==> src/rtl/an_code_pkg.sv <==
// Shared AN-code constants, FSM state type and codeword-width helper.
// Used by the sequential encoder and by the matching AN decoder.
package an_code_pkg;

    localparam int unsigned A_DEFAULT = 29;
    localparam int unsigned A_W       = 5;
    localparam int unsigned N_W       = 9;
    localparam int unsigned AN_W      = 14;

    typedef enum logic [1:0] {
        IDLE = 2'd0,
        CALC = 2'd1,
        DONE = 2'd2
    } an_state_e;

    // Bits needed to hold A * (2^n_w - 1), the largest possible codeword.
    function automatic int unsigned min_an_w(input int unsigned a, input int unsigned n_w);
        longint unsigned prod;
        int unsigned     w;
        prod = 64'(a) * ((64'd1 << n_w) - 64'd1);
        w    = 0;
        for (int i = 0; i < 64; i++) begin
            if (prod[i]) begin
                w = 32'(i) + 32'd1;
            end
        end
        return w;
    endfunction

endpackage

==> src/rtl/an_shift_add_mul.sv <==
// Iterative shift-and-add multiplier by the constant A, one bit of A per cycle.
// Ports:
//   clk, rst      clock, synchronous active-high reset
//   start_i       load mcand_i, clear accumulator, begin stepping
//   mcand_i       multiplicand, already zero-extended to AN_W
//   done_c_o      high during the final step (combinational)
//   acc_nxt_c_o   accumulator value after the current step (combinational)
module an_shift_add_mul #(
    parameter int unsigned A    = an_code_pkg::A_DEFAULT,
    parameter int unsigned A_W  = an_code_pkg::A_W,
    parameter int unsigned AN_W = an_code_pkg::AN_W
) (
    input  logic            clk,
    input  logic            rst,
    input  logic            start_i,
    input  logic [AN_W-1:0] mcand_i,
    output logic            done_c_o,
    output logic [AN_W-1:0] acc_nxt_c_o
);
    import an_code_pkg::*;

    localparam int unsigned         STEP_W    = (A_W > 1) ? $clog2(A_W) : 1;
    localparam logic [A_W-1:0]      A_BITS    = A_W'(A);
    localparam logic [STEP_W-1:0]   LAST_STEP = STEP_W'(A_W - 1);

    logic [AN_W-1:0]   mcand_q;
    logic [AN_W-1:0]   acc_q;
    logic [AN_W-1:0]   acc_d;
    logic [STEP_W-1:0] step_q;
    logic              run_q;

    // Partial product for the current bit of A; the codeword width guarantees no overflow.
    always_comb begin
        acc_d = acc_q;
        if (A_BITS[step_q]) begin
            acc_d = acc_q + (mcand_q << step_q);
        end
    end

    assign done_c_o    = run_q && (step_q == LAST_STEP);
    assign acc_nxt_c_o = acc_d;

    always_ff @(posedge clk) begin
        if (rst) begin
            mcand_q <= '0;
            acc_q   <= '0;
            step_q  <= '0;
            run_q   <= 1'b0;
        end else if (start_i) begin
            mcand_q <= mcand_i;
            acc_q   <= '0;
            step_q  <= '0;
            run_q   <= 1'b1;
        end else if (run_q) begin
            acc_q <= acc_d;
            if (step_q == LAST_STEP) begin
                run_q <= 1'b0;
            end else begin
                step_q <= step_q + STEP_W'(1);
            end
        end
    end

endmodule

==> src/rtl/an_encoder_seq.sv <==
// Sequential AN-code encoder: an_out = (A * n_in) ^ err_mask, valid/ready on both sides.
// Ports:
//   clk, rst               clock, synchronous active-high reset
//   in_valid / in_ready    input handshake carrying n_in and err_mask
//   n_in                   data word N
//   err_mask               codeword bits to flip (models channel errors)
//   out_valid / out_ready  output handshake carrying an_out
//   an_out                 registered codeword, held while stalled
//   busy                   a word is in flight
//   xfer_cnt               completed output handshakes, wraps
module an_encoder_seq #(
    parameter int unsigned A     = an_code_pkg::A_DEFAULT,
    parameter int unsigned A_W   = an_code_pkg::A_W,
    parameter int unsigned N_W   = an_code_pkg::N_W,
    parameter int unsigned AN_W  = an_code_pkg::AN_W,
    parameter int unsigned CNT_W = 16
) (
    input  logic             clk,
    input  logic             rst,
    input  logic             in_valid,
    output logic             in_ready,
    input  logic [N_W-1:0]   n_in,
    input  logic [AN_W-1:0]  err_mask,
    output logic             out_valid,
    input  logic             out_ready,
    output logic [AN_W-1:0]  an_out,
    output logic             busy,
    output logic [CNT_W-1:0] xfer_cnt
);
    import an_code_pkg::*;

    // Reject parameter sets that would let the product overflow the codeword.
    if (AN_W < min_an_w(A, N_W)) begin : g_bad_an_w
        $error("an_encoder_seq: AN_W too small for A*(2^N_W-1)");
    end
    if ((A < 3) || ((A % 2) == 0) || (A >= (1 << A_W))) begin : g_bad_a
        $error("an_encoder_seq: A must be odd, greater than 1 and fit in A_W bits");
    end

    an_state_e        state_q;
    logic             in_ready_q;
    logic             out_valid_q;
    logic             busy_q;
    logic [AN_W-1:0]  an_out_q;
    logic [AN_W-1:0]  mask_q;
    logic [CNT_W-1:0] xfer_cnt_q;

    logic             start_c;
    logic             mul_done_c;
    logic [AN_W-1:0]  mul_acc_c;

    assign start_c = (state_q == IDLE) && in_valid && in_ready_q;

    an_shift_add_mul #(
        .A    (A),
        .A_W  (A_W),
        .AN_W (AN_W)
    ) u_mul (
        .clk         (clk),
        .rst         (rst),
        .start_i     (start_c),
        .mcand_i     (AN_W'(n_in)),
        .done_c_o    (mul_done_c),
        .acc_nxt_c_o (mul_acc_c)
    );

    // Control FSM; the final multiplier step lands straight in the output register.
    always_ff @(posedge clk) begin
        if (rst) begin
            state_q     <= IDLE;
            in_ready_q  <= 1'b1;
            out_valid_q <= 1'b0;
            busy_q      <= 1'b0;
            an_out_q    <= '0;
            mask_q      <= '0;
            xfer_cnt_q  <= '0;
        end else begin
            case (state_q)
                IDLE: begin
                    if (start_c) begin
                        mask_q     <= err_mask;
                        in_ready_q <= 1'b0;
                        busy_q     <= 1'b1;
                        state_q    <= CALC;
                    end
                end
                CALC: begin
                    if (mul_done_c) begin
                        an_out_q    <= mul_acc_c ^ mask_q;
                        out_valid_q <= 1'b1;
                        state_q     <= DONE;
                    end
                end
                DONE: begin
                    // Input stays blocked this cycle; it is taken in the following IDLE cycle.
                    if (out_ready) begin
                        out_valid_q <= 1'b0;
                        xfer_cnt_q  <= xfer_cnt_q + CNT_W'(1);
                        in_ready_q  <= 1'b1;
                        busy_q      <= 1'b0;
                        state_q     <= IDLE;
                    end
                end
                default: begin
                    state_q     <= IDLE;
                    in_ready_q  <= 1'b1;
                    out_valid_q <= 1'b0;
                    busy_q      <= 1'b0;
                end
            endcase
        end
    end

    assign in_ready  = in_ready_q;
    assign out_valid = out_valid_q;
    assign an_out    = an_out_q;
    assign busy      = busy_q;
    assign xfer_cnt  = xfer_cnt_q;

endmodule

==> config.mk <==
export PLATFORM = sky130hd
export DESIGN_NAME = an_encoder_seq
export DESIGN_NICKNAME = d
export VERILOG_FILES = /design/src/rtl/an_code_pkg.sv /design/src/rtl/an_shift_add_mul.sv /design/src/rtl/an_encoder_seq.sv
export SDC_FILE = /design/constraint.sdc
export NUM_CORES = 1
export LEC_CHECK = 0
export ABC_AREA = 1
export BUFFER_PORTS_ARGS = -buffer_cell sky130_fd_sc_hd__buf_2
export CAP_MARGIN = 40
export CORE_ASPECT_RATIO = 0.6
export CORE_MARGIN = 8
export CORE_UTILIZATION = 58
export DETAILED_ROUTE_END_ITERATION = 16
export GPL_TIMING_DRIVEN = 0
export HOLD_SLACK_MARGIN = 0.1
export PLACE_DENSITY = 0.88
export SLEW_MARGIN = 20
export SYNTH_ARGS = -nofsm -noshare
export SYNTH_HDL_FRONTEND = slang
export SYNTH_SLANG_ARGS = --single-unit
==> constraint.sdc <==
create_clock -name clk -period 3.6 [get_ports clk]
set_clock_uncertainty 0.15 [all_clocks]
set_input_delay 0.36 -clock clk [delete_from_list [all_inputs] [get_ports clk]]
set_output_delay 0.36 -clock clk [all_outputs]
set_load 0.02 [all_outputs]
==> results by group, run 1 <==
Floorplan
  • Initial Utilization: between 60% and 70%
  • Io pins: 60
  • Die area: 10700 sq um
  • Core area: 7300 sq um
  • Die width: 128 um
  • Cell Rows: 24
  • Die Ht: 83.4 um

Layout
  • Fraction of layout cells with a size suffix above 1: 13.0%
  • Ant. Diodes: 0
  • Nets@finish: around 790
  • Finished Layout Cells: 849
  • P&R area growth vs syn: 16.7%

Clocking
  • Clk buf depth: 2
  • CTS HTree Levels: 3
  • CTS root buf: clkbuf_16
  • CTS tree: yes
  • Cts hold-fix bufs: 0
  • # Post-CTS Setup Buffers: 0
  • Total clock buffers created by CTS: 9
  • Count of cells resized by post-cts repair: 0
  • Clock latency on the worst-skew pair: 340 ps
  • Worst-path clk slew: around 60 ps
  • Clock tree sinks: 77

Placement
  • IO buf count: 58
  • Post-DP HPWL: 9.90 mm
  • Routability cong.: 0.982
  • Placed Cells: 835

Global route
  • First-pass GRT wire length: approximately 21 mm
  • Pin count of the biggest net entering global routing: 13
  • Initial antenna violation count: 0
  • Vias in the first global route: ~4500
  • GRT Util Overall: 24.3%
  • Grt total ovfl: 0

Yosys
  • Yosys top cell area share: 35.1%
  • Synthesized net count: 717
  • Post-synthesis average cell area: between 6 and 7 sq um
  • Synth Area in Adders: about 5.0%
  • Predominant post-synthesis flop cell: dfxtp_1
  • EDFF count, synth: 0
  • Area of the mapped netlist: 4390 sq um
  • Post-Synth Simple-Gate Area: 32.1%
  • Synth Warn #: 0
  • Post-synth top cells: nand2_1 (144), nor2_1 (91), inv_1 (90)
  • Flops & latches, synth: 77
  • Sequential share of the synthesized area: 35.1%
  • Top post-synthesis cells by area: dfxtp_1 (35%), nand2_1 (12%), nor2_1 (7.8%)
  • Leading area contributor after synthesis: dfxtp_1
  • Synth cell types: 37
  • Synth Area in Compound Gates: 15.0%
  • Count leader, synth: nand2_1
  • Async SR Flop Fraction: 0%
  • Syn Inst Count: just under 700
  • XOR/XNOR share of the synthesized area: 2.19%
  • Largest family of logic cells by synthesized area: simple AND/OR/NAND/NOR gates
  • Multiplexer area fraction after synthesis: less than 1%

Timing
  • Tmin final: 3170 ps
  • Fmax achieved: around 0.32 GHz
  • Final Max Tran Viols: 0
  • Setup Viol. Count Final: 0
  • Hold Violations, Final: 0
  • RSZ-0062 raised after global routing: false
  • Slew @ Worst Pin: 661 ps
  • Relative slew slack: 55.7%
  • Final TNS setup: 0 ps
  • Tcrit/Tclk final: between 80% and 90%

Drt
  • Vias per cell: 5.62
  • DR DRC count: 0
  • Initial drt markers: about 490
  • ANT nets after route: 0
  • Post-Route WL: between 10 and 15 mm
  • Via count: 4769
  • First-pass iteration count of the detailed router: 5
  • Drt wl/cell: 15.2 um

Setup path
  • FF-to-FF setup slack: 430 ps
  • RR Endpoint: u_mul.acc_q[13]
  • Critical path peak fanout: 10
  • RR Startpoint: u_mul.step_q[0]
  • Critical Path RT: 3680 ps
  • Reg2reg path depth: 18
  • Crit path arrival time: ~3300 ps
  • CP Capture Type: flip-flop
  • CP startpoint: u_mul.step_q[0]
  • Worst setup endpoint: u_mul.acc_q[13]
  • Crit start category: flip-flop
  • Critical path type: reg -> reg

Pwr
  • Peak supply drop: 295 uV
  • Leak: 2.51 nW
  • Cell Pwr Density: 461 nW/um^2

Flow run
  • MaxCap Viol Count: 0

Outcome
  • Status: finished clean

Min path
  • Hold Crit Class: in -> reg
[power by group]
group	leakage, nW	total [mW]	internal (mW)	switching, mW
clock	0.154	0.965	0.618	0.347
sequential	0.628	0.939	0.900	0.0391
combinational	1.72	0.457	0.156	0.302
total	2.51	2.36	1.67	0.688
[per-layer routing]
| layer | global-route usage [%] | part of all wire, % |
|---|---|---|
| met5 | 0 | 0 |
| met4 | 7.62 | 1.9 |
| met3 | 7.27 | 12 |
| met2 | 37.0 | 43 |
| met1 | 32.1 | 43 |
[kinds of logic (layout without fill, tap and decap cells)]
kind of cell               count (synthesis)  in the layout
adders and majority gates                 17             17
and+or+nand+nor                          325            325
buffers and inverters                    117            189
xor gates and xnor gates                  11             11
AOI/OAI and AO/OA                        124            124
muxes                                      2              2
DFF                                       77             77
[registers in the layout (all words and copies together), names as in the netlist, named ones only]
register and cells:
xfer_cnt 16, an_out 14, mask_q 14, u_mul.acc_q 14, u_mul.mcand_q 9, u_mul.step_q 3
state_q 2, busy 1, in_ready 1, out_valid 1, u_mul.run_q 1
[how the worst min path moves through the flow]
stage	slack, ps	from	cells past startpoint	end
after CTS	120	n_in[6]	3	u_mul.mcand_q[6]
after detailed placement	310	xfer_cnt[12]	2	xfer_cnt[12]
after global routing	150	err_mask[7]	3	mask_q[7]
final	120	n_in[8]	3	u_mul.mcand_q[8]
after floorplan	290	u_mul.mcand_q[5]	2	u_mul.mcand_q[5]
after global placement	300	busy	2	busy
[placed cells by master, fill, tap and decap left out, types with 2 or more instances in the layout]
| master | instances |
|---|---|
| nor3_2 | 3 |
| clkbuf_1 | 18 |
| buf_2 | 62 |
| a21oi_1 | 41 |
| nand3b_1 | 3 |
| dfxtp_1 | 77 |
| a211oi_1 | 2 |
| ha_1 | 16 |
| nand3_1 | 57 |
| nand2_1 | 144 |
| nor2_1 | 91 |
| inv_2 | 3 |
| clkbuf_16 | 9 |
| o21ai_0 | 66 |
| o211ai_1 | 8 |
| nor2_4 | 2 |
| nand4_1 | 6 |
| nand2_2 | 3 |
| xnor2_1 | 6 |
| bufinv_16 | 2 |
| xor2_1 | 5 |
| nor3_1 | 7 |
| or2_2 | 4 |
| nor2_2 | 2 |
| inv_1 | 90 |
| mux2i_1 | 2 |
[final cells by class]
type | count | area [sq um]
Buffer | 23 | 91.3
Clock buffer | 10 | 239
Clock inverter | 4 | 73.8
Fill cell | 578 | 2170
Inverter | 94 | 353
Multi-Input combinational cell | 479 | 2410
Sequential cell | 77 | 1540
Tap cell | 104 | 130
Timing Repair Buffer | 58 | 290
[critical path: stages (launching register included)]
cell and delay [ps]:
dfxtp_1 400, clkbuf_1 320, o21ai_0 200, nand2_1 120
nand2_1 60, o21ai_0 410, ha_1 370, nand2_1 90
nand2_1 60, nand2_1 60, nand2_1 110, inv_1 80
nand2_1 50, nor2_1 150, nand2_1 90, nand3_1 100
nand3_1 80, o211ai_1 110, inv_1 60
[per-stage QoR]
| step | instance area [sq um] | setup WS (ps) | hold WS [ps] | utilization (%) | power (mW) |
|---|---|---|---|---|---|
| global placement | 4810 | 643 | 297 | 66.0 | 1.38 |
| detailed placement | 4810 | 538 | 311 | 66.0 | 1.40 |
| global route | 5130 | 140 | 148 | 70.3 | 2.47 |
| finish | 5130 | 427 | 122 | 70.3 | 2.36 |
| floorplan | 4390 | 1030 | 294 | - | 1.27 |
| CTS | 5130 | 529 | 118 | 70.3 | 2.35 |
(Power assumes the default switching activity.)
==> run 2: changes to the inputs <==
--- a/config.mk
+++ b/config.mk
@@ -5,16 +5,16 @@
 export SDC_FILE = /design/constraint.sdc
 export NUM_CORES = 1
 export LEC_CHECK = 0
-export ABC_AREA = 1
+export ABC_AREA = 0
 export BUFFER_PORTS_ARGS = -buffer_cell sky130_fd_sc_hd__buf_2
-export CAP_MARGIN = 40
+export CAP_MARGIN = 5
 export CORE_ASPECT_RATIO = 0.6
 export CORE_MARGIN = 8
 export CORE_UTILIZATION = 58
 export DETAILED_ROUTE_END_ITERATION = 16
 export GPL_TIMING_DRIVEN = 0
 export HOLD_SLACK_MARGIN = 0.1
-export PLACE_DENSITY = 0.88
+export PLACE_DENSITY = 0.89
 export SLEW_MARGIN = 20
 export SYNTH_ARGS = -nofsm -noshare
 export SYNTH_HDL_FRONTEND = slang
==> run 2 against run 1 <==
First-iteration DRC count down 7.6%. Synthesized area down 2.5%. Final cell count down 16%. Largest cell class unchanged.
==> results by group, run 2 <==
Yosys
  • Top post-synthesis cells by area: dfxtp_1 (36%), nand2_1 (9.1%), a21oi_1 (6.1%)
  • Leading area contributor after synthesis: dfxtp_1
  • Post-synth top cells: nand2_1 (104), dfxtp_1 (77), a21oi_1 (52)
  • Syn Inst Count: 545 (-19%)
  • Yosys top cell area share: 36.0% (+0.89 points)
  • Predominant post-synthesis flop cell: dfxtp_1
  • Flops & latches, synth: 77 (unchanged)
  • Count leader, synth: nand2_1
  • Synth Warn #: 0 (unchanged)
  • Area of the mapped netlist: 4290 sq um (-2.5%)
  • Async SR Flop Fraction: 0% (unchanged)
  • Post-synthesis average cell area: 7.86 sq um (+20%)
  • Synth cell types: 60 (+62%)
  • Sequential share of the synthesized area: 36.0% (+0.89 points)
  • Synthesized net count: 589 (-18%)
  • EDFF count, synth: 0 (unchanged)

Drt
  • Vias per cell: 6.10 (+8.6%)
  • Initial drt markers: 449 (-7.6%)
  • Via count: 4351 (-8.8%)
  • Drt wl/cell: 18.3 um (+20%)
  • DR DRC count: 0 (unchanged)
  • ANT nets after route: 0 (unchanged)
  • First-pass iteration count of the detailed router: 5 (unchanged)
  • Post-Route WL: 13.0 mm (+1.1%)

Global route
  • GRT Util Overall: 24.7% (+0.42 points)
  • Vias in the first global route: 4163 (-6.7%)
  • Initial antenna violation count: 0 (unchanged)
  • Grt total ovfl: 0 (unchanged)
  • Pin count of the biggest net entering global routing: 14 (+1)
  • First-pass GRT wire length: 20.5 mm (-2.2%)

Clocking
  • CTS root buf: clkbuf_16
  • CTS HTree Levels: 3 (unchanged)
  • Clock latency on the worst-skew pair: 340 ps (about the same)
  • Clock tree sinks: 77 (unchanged)
  • Cts hold-fix bufs: 0 (unchanged)
  • Total clock buffers created by CTS: 9 (unchanged)
  • CTS tree: yes
  • Worst-path clk slew: 60 ps (about the same)
  • Clk buf depth: 2 (unchanged)

Floorplan
  • Die area: 10500 sq um (-2.1%)
  • Die width: 127 um (-1.1%)
  • Io pins: 60 (unchanged)
  • Initial Utilization: 59.5% (-0.76 points)
  • Core area: 7210 sq um (-1.2%)
  • Die Ht: 82.6 um (-1.0%)
  • Cell Rows: 24 (unchanged)

Pwr
  • Peak supply drop: 322 uV (+9.1%)
  • Cell Pwr Density: 442 nW/um^2 (-4.1%)
  • Leak: 2.09 nW (-17%)

Timing
  • Relative slew slack: 43.7% (-12 points)
  • Final setup margin: 52.0 ps (-375 ps)
  • Fmax achieved: 0.282 GHz (-11%)
  • Tcrit/Tclk final: 98.6% (+10 points)
  • Slew @ Worst Pin: 842 ps (+181 ps)
  • Final Max Tran Viols: 0 (unchanged)
  • Worst hold margin: 112 ps (-9.55 ps)
  • Hold Violations, Final: 0 (unchanged)
  • Setup Viol. Count Final: 0 (unchanged)
  • Tmin final: 3550 ps (+375 ps)

Layout
  • Fraction of layout cells with a size suffix above 1: 17.4% (+4.3 points)
  • Finished Layout Cells: 713 (-16%)
  • Most frequent cells in the layout: nand2_1 (104), dfxtp_1 (76), buf_2 (63)
  • P&R area growth vs syn: 19.3%
  • Ant. Diodes: 0 (unchanged)
  • Area occupied by multi-input gates: 2630 sq um (+9.0%)
  • Commonest non-fill, non-tap cell in the layout: nand2_1
  • Number of flip-flops under the largest register name: 16 (unchanged)
  • FILL cells: 548 (-5.2%)
  • Core Util, Final: 70.9% (+0.65 points)
  • Register Area: 1540 sq um (about the same)
  • Nets@finish: 661 (-16%)

Min path
  • Min-delay src: err_mask[8]
  • Hold Crit Class: in -> reg
  • Hold Path Cell Cnt: 3 (unchanged)
  • Worst Hold End: mask_q[8]

Setup path
  • FF-to-FF setup slack: 50 ps (-370 ps)
  • Critical path peak fanout: 10 (unchanged)
  • Critical Path RT: 3730 ps (+50 ps)
  • CP Capture Type: flip-flop
  • Critical path type: reg -> reg
  • Crit path cell chain: buf_6 > mux2i_2 > nand2_1 > o21ai_1 > o22ai_1 > ha_1 > and2_4 > a221o_1 > o21ai_2 > nor2b_2 > mux2_2 > a2111oi_0 > nand3b_1
  • Max incr delay on CP: 380 ps (-30 ps)
  • Reg2reg path depth: 13 (-5)
  • Crit path arrival time: 3680 ps (+430 ps)
  • RR Startpoint: u_mul.step_q[1]
  • Slowest-stage cell, CP: dfxtp_2
  • Crit start category: flip-flop
  • RR Endpoint: an_out[7]
  • CP startpoint: u_mul.step_q[1]

Flow run
  • MaxCap Viol Count: 0 (unchanged)

Placement
  • Placed Cells: 695 (-17%)
  • Post-DP HPWL: 9.86 mm (-0.45%)
  • Routability cong.: 0.901 (-8.2%)
  • Post-Place Worst Slack: -342 ps (-880 ps)
  • IO buf count: 59 (+1.7%)

Outcome
  • Status: finished clean
## run 2: cell types whose count changed in the layout (fill, tap and decap cells not counted), sizes merged, moves of 10 or more
cell,delta
a21oi,+13
nand3,-37
nor2,-45
o21ai,-49
nand2,-43
xnor2,+11
inv,-83
mux2i,+16
nor2b,+10
## run 2: critical path: cells and delay by family, from the launching register on
kind                     cells  cell delay [ps]
AO/OA/AOI/OAI                5             1200
flip-flops                   1              380
AND/OR/NAND/NOR              4              640
adder cells (fa/ha/maj)      1              370
buffers and inverters        1              170
multiplexers                 2              600
## run 2: how the worst max path moves through the flow
stage / end / cells past startpoint
after floorplan: an_out[7] / 13
after global placement: an_out[7] / 13
after detailed placement: an_out[7] / 13
after CTS: an_out[7] / 11
after global routing: an_out[7] / 12
final: an_out[7] / 13
## run 2: through the flow
step | total power, mW | TNS [ps] | cell area (sq um)
after global placement | 1.25 | -618 | 4690
after global routing | 2.34 | -97.8 | 5110
after floorplan | 1.17 | 0 | 4290
after CTS | 2.24 | 0 | 5030
after detailed placement | 1.27 | -1490 | 4690
final | 2.26 | 0 | 5110
## run 2: timing repair
item	in CTS	in global routing
endpoints found under the setup margin	12	7
endpoints found under the hold margin	0	0
setup buffers	0	2
gates cloned	0	0
resized for setup	6	16
pin swaps	0	3
## run 2: kinds of logic after synthesis
group | synth area share [%]
AOI/OAI and AO/OA | 18.5
xor gates and xnor gates | 5.52
adders and majority gates | 5.14
buffers and inverters | 4.12
DFF | 36.0
muxes | 4.99
and+or+nand+nor | 25.8
## run 2: layout make-up
| class | instances | share of cell area, % |
|---|---|---|
| Multi-Input combinational cell | 426 | 51.4 |
| Sequential cell | 77 | 30.2 |
| Timing Repair Buffer | 61 | 6.07 |
| Clock buffer | 11 | 4.75 |
| Buffer | 31 | 2.86 |
| Tap cell | 91 | 2.23 |
| Clock inverter | 5 | 1.64 |
| Inverter | 11 | 0.881 |
## run 2: per-layer routing
layer / GRT usage [%] / vias up / part of all wire (%)
met1: 33.0 / 2055 / 46
met2: 38.2 / 223 / 44
li1: - / 2047 / -
met5: 0 / - / 0
met3: 6.54 / 26 / 8.5
met4: 9.08 / 0 / 1.8
## run 2: report_power, final
part	internal (mW)	switching, mW	total [mW]
clock	0.627	0.353	0.980
sequential	0.885	0.0309	0.915
combinational	0.136	0.226	0.362
==> run 3: changes to the inputs <==
--- a/config.mk
+++ b/config.mk
@@ -15,6 +15,7 @@
 export GPL_TIMING_DRIVEN = 0
 export HOLD_SLACK_MARGIN = 0.1
 export PLACE_DENSITY = 0.89
+export REMOVE_ABC_BUFFERS = 1
 export SLEW_MARGIN = 20
 export SYNTH_ARGS = -nofsm -noshare
 export SYNTH_HDL_FRONTEND = slang
==> run 3 against run 2 <==
Global-route usage decreased by 3.0 points. Final cell count decreased by 4.1%. Largest cell class unchanged. Die area unchanged.
==> results by group, run 3 (same netlist as run 2, synthesis figures left out) <==
Drt
  • Initial drt markers: 334 (-26%)
  • First-pass iteration count of the detailed router: 5 (unchanged)
  • ANT nets after route: 0 (unchanged)
  • Drt wl/cell: 15.9 um (-13%)
  • Via count: 4022 (-7.6%)
  • DR DRC count: 0 (unchanged)
  • Post-Route WL: 10.9 mm (-16%)
  • Vias per cell: 5.88 (-3.6%)

Global route
  • Pin count of the biggest net entering global routing: 66 (+52)
  • Initial antenna violation count: 0 (unchanged)
  • First-pass GRT wire length: 18.4 mm (-10%)
  • Grt total ovfl: 0 (unchanged)
  • Vias in the first global route: 3852 (-7.5%)
  • GRT Util Overall: 21.8% (-3.0 points)

Timing
  • Relative slew slack: 31.5% (-12 points)
  • Final TNS setup: 0 ps (unchanged)
  • RSZ-0062 raised after global routing: false
  • Slew @ Worst Pin: 1030 ps (+183 ps)
  • Worst hold margin: 105 ps (-6.77 ps)
  • Final Max Tran Viols: 0 (unchanged)
  • Setup Viol. Count Final: 0 (unchanged)
  • Hold Violations, Final: 0 (unchanged)
  • Final setup margin: 160 ps (+108 ps)
  • Tmin final: 3440 ps (-108 ps)
  • Fmax achieved: 0.291 GHz (+3.1%)
  • Tcrit/Tclk final: 95.5% (-3.0 points)

Setup path
  • RR Startpoint: u_mul.step_q[1]
  • Crit path arrival time: 3570 ps (-110 ps)
  • Critical Path RT: 3730 ps (about the same)
  • Reg2reg path depth: 11 (-2)
  • CP startpoint: u_mul.step_q[1]
  • CP Capture Type: flip-flop
  • Crit start category: flip-flop
  • Critical path type: reg -> reg
  • Critical path peak fanout: 10 (unchanged)

Placement
  • Area post-placement: 4570 sq um (-2.6%)
  • Post-Place Worst Slack: -234 ps (+108 ps)
  • Routability cong.: 0.931 (+3.3%)
  • Placed Cells: 665 (-4.3%)
  • Post-DP HPWL: 7.69 mm (-22%)
  • IO buf count: 59 (unchanged)

Layout
  • Fraction of layout cells with a size suffix above 1: 16.4% (-1.0 points)
  • P&R area growth vs syn: 15.9%
  • Number of flip-flops under the largest register name: 16 (unchanged)
  • Final Cell Area: 4970 sq um (-2.8%)
  • Most frequent cells in the layout: nand2_1 (104), dfxtp_1 (74), buf_2 (58)
  • Nets@finish: 633 (-4.2%)
  • Ant. Diodes: 0 (unchanged)
  • Finished Layout Cells: 684 (-4.1%)
  • Core Util, Final: 68.9% (-2.0 points)
  • Commonest non-fill, non-tap cell in the layout: nand2_1

Floorplan
  • Core area: 7210 sq um (unchanged)
  • Die area: 10500 sq um (unchanged)
  • Initial Utilization: 59.5% (unchanged)
  • Cell Rows: 24 (unchanged)
  • Die width: 127 um (unchanged)
  • Io pins: 60 (unchanged)
  • Die Ht: 82.6 um (unchanged)

Flow run
  • MaxCap Viol Count: 0 (unchanged)

Clocking
  • Total clock buffers created by CTS: 9 (unchanged)
  • CTS root buf: clkbuf_16
  • Clk buf depth: 2 (unchanged)
  • CTS HTree Levels: 3 (unchanged)
  • Clock tree sinks: 77 (unchanged)
  • Clock latency on the worst-skew pair: 340 ps (about the same)
  • CTS tree: yes
  • Worst-path clk slew: 60 ps (about the same)

Min path
  • Min-delay src: n_in[1]
  • Hold Crit Class: in -> reg
  • Hold Path Cell Cnt: 3 (unchanged)

Outcome
  • Status: finished clean

Pwr
  • Power Total: 2.26 mW (+0.11%)
  • Peak supply drop: 316 uV (-1.8%)
  • Cell Pwr Density: 455 nW/um^2 (+3.0%)
  • Leak: 2.04 nW (-2.5%)
==> run 3: area by class of cell <==
type | count | area (sq um)
clock buffer | 9 | 225
fill | 572 | 2240
multi-input combinational | 426 | 2580
tap | 91 | 114
timing repair buffer | 64 | 338
sequential | 77 | 1550
clock inverter | 6 | 113
inverter | 11 | 45.0
==> run 3: path summary, 6_finish.rpt <==
path / to / slack [ps]
max: an_out[9] / 160
min: u_mul.mcand_q[1] / 110
max reg2reg: an_out[9] / 160
min reg2reg: an_out[2] / 300
==> run 3: power by group <==
group | switching (mW) | total [mW] | leakage, nW | internal [mW]
sequential | 0.0461 | 0.930 | 0.628 | 0.884
clock | 0.352 | 1.03 | 0.165 | 0.674
combinational | 0.183 | 0.303 | 1.24 | 0.120
total | 0.581 | 2.26 | 2.04 | 1.68
==> run 3: layer usage <==
layer  global-route usage (%)  up-vias  part of all wire, %
met2                     34.4      134                   43
met4                     8.73        0                  1.9
met1                     27.8     1866                   48
li1                         -     2000                    -
met3                     6.47       22                  7.1
met5                        0        -                    0
==> run 3: what timing repair did <==
item                                    in CTS  in global routing
endpoints found under the hold margin        1                  0
resized for setup                            3                  9
hold buffers                                 1                  0
endpoints found under the setup margin       7                  8
buffers inserted                             0                  3
==> run 3: worst max-delay path: stages, from the launching register on <==
cell and delay, ps:
dfxtp_4 410, mux2_2 360, o21ai_1 170, o22ai_1 130, ha_1 370, and2_4 200
a221oi_2 300, a21oi_2 180, o21a_1 220, o31ai_2 390, nor4b_1 310, a311o_1 170
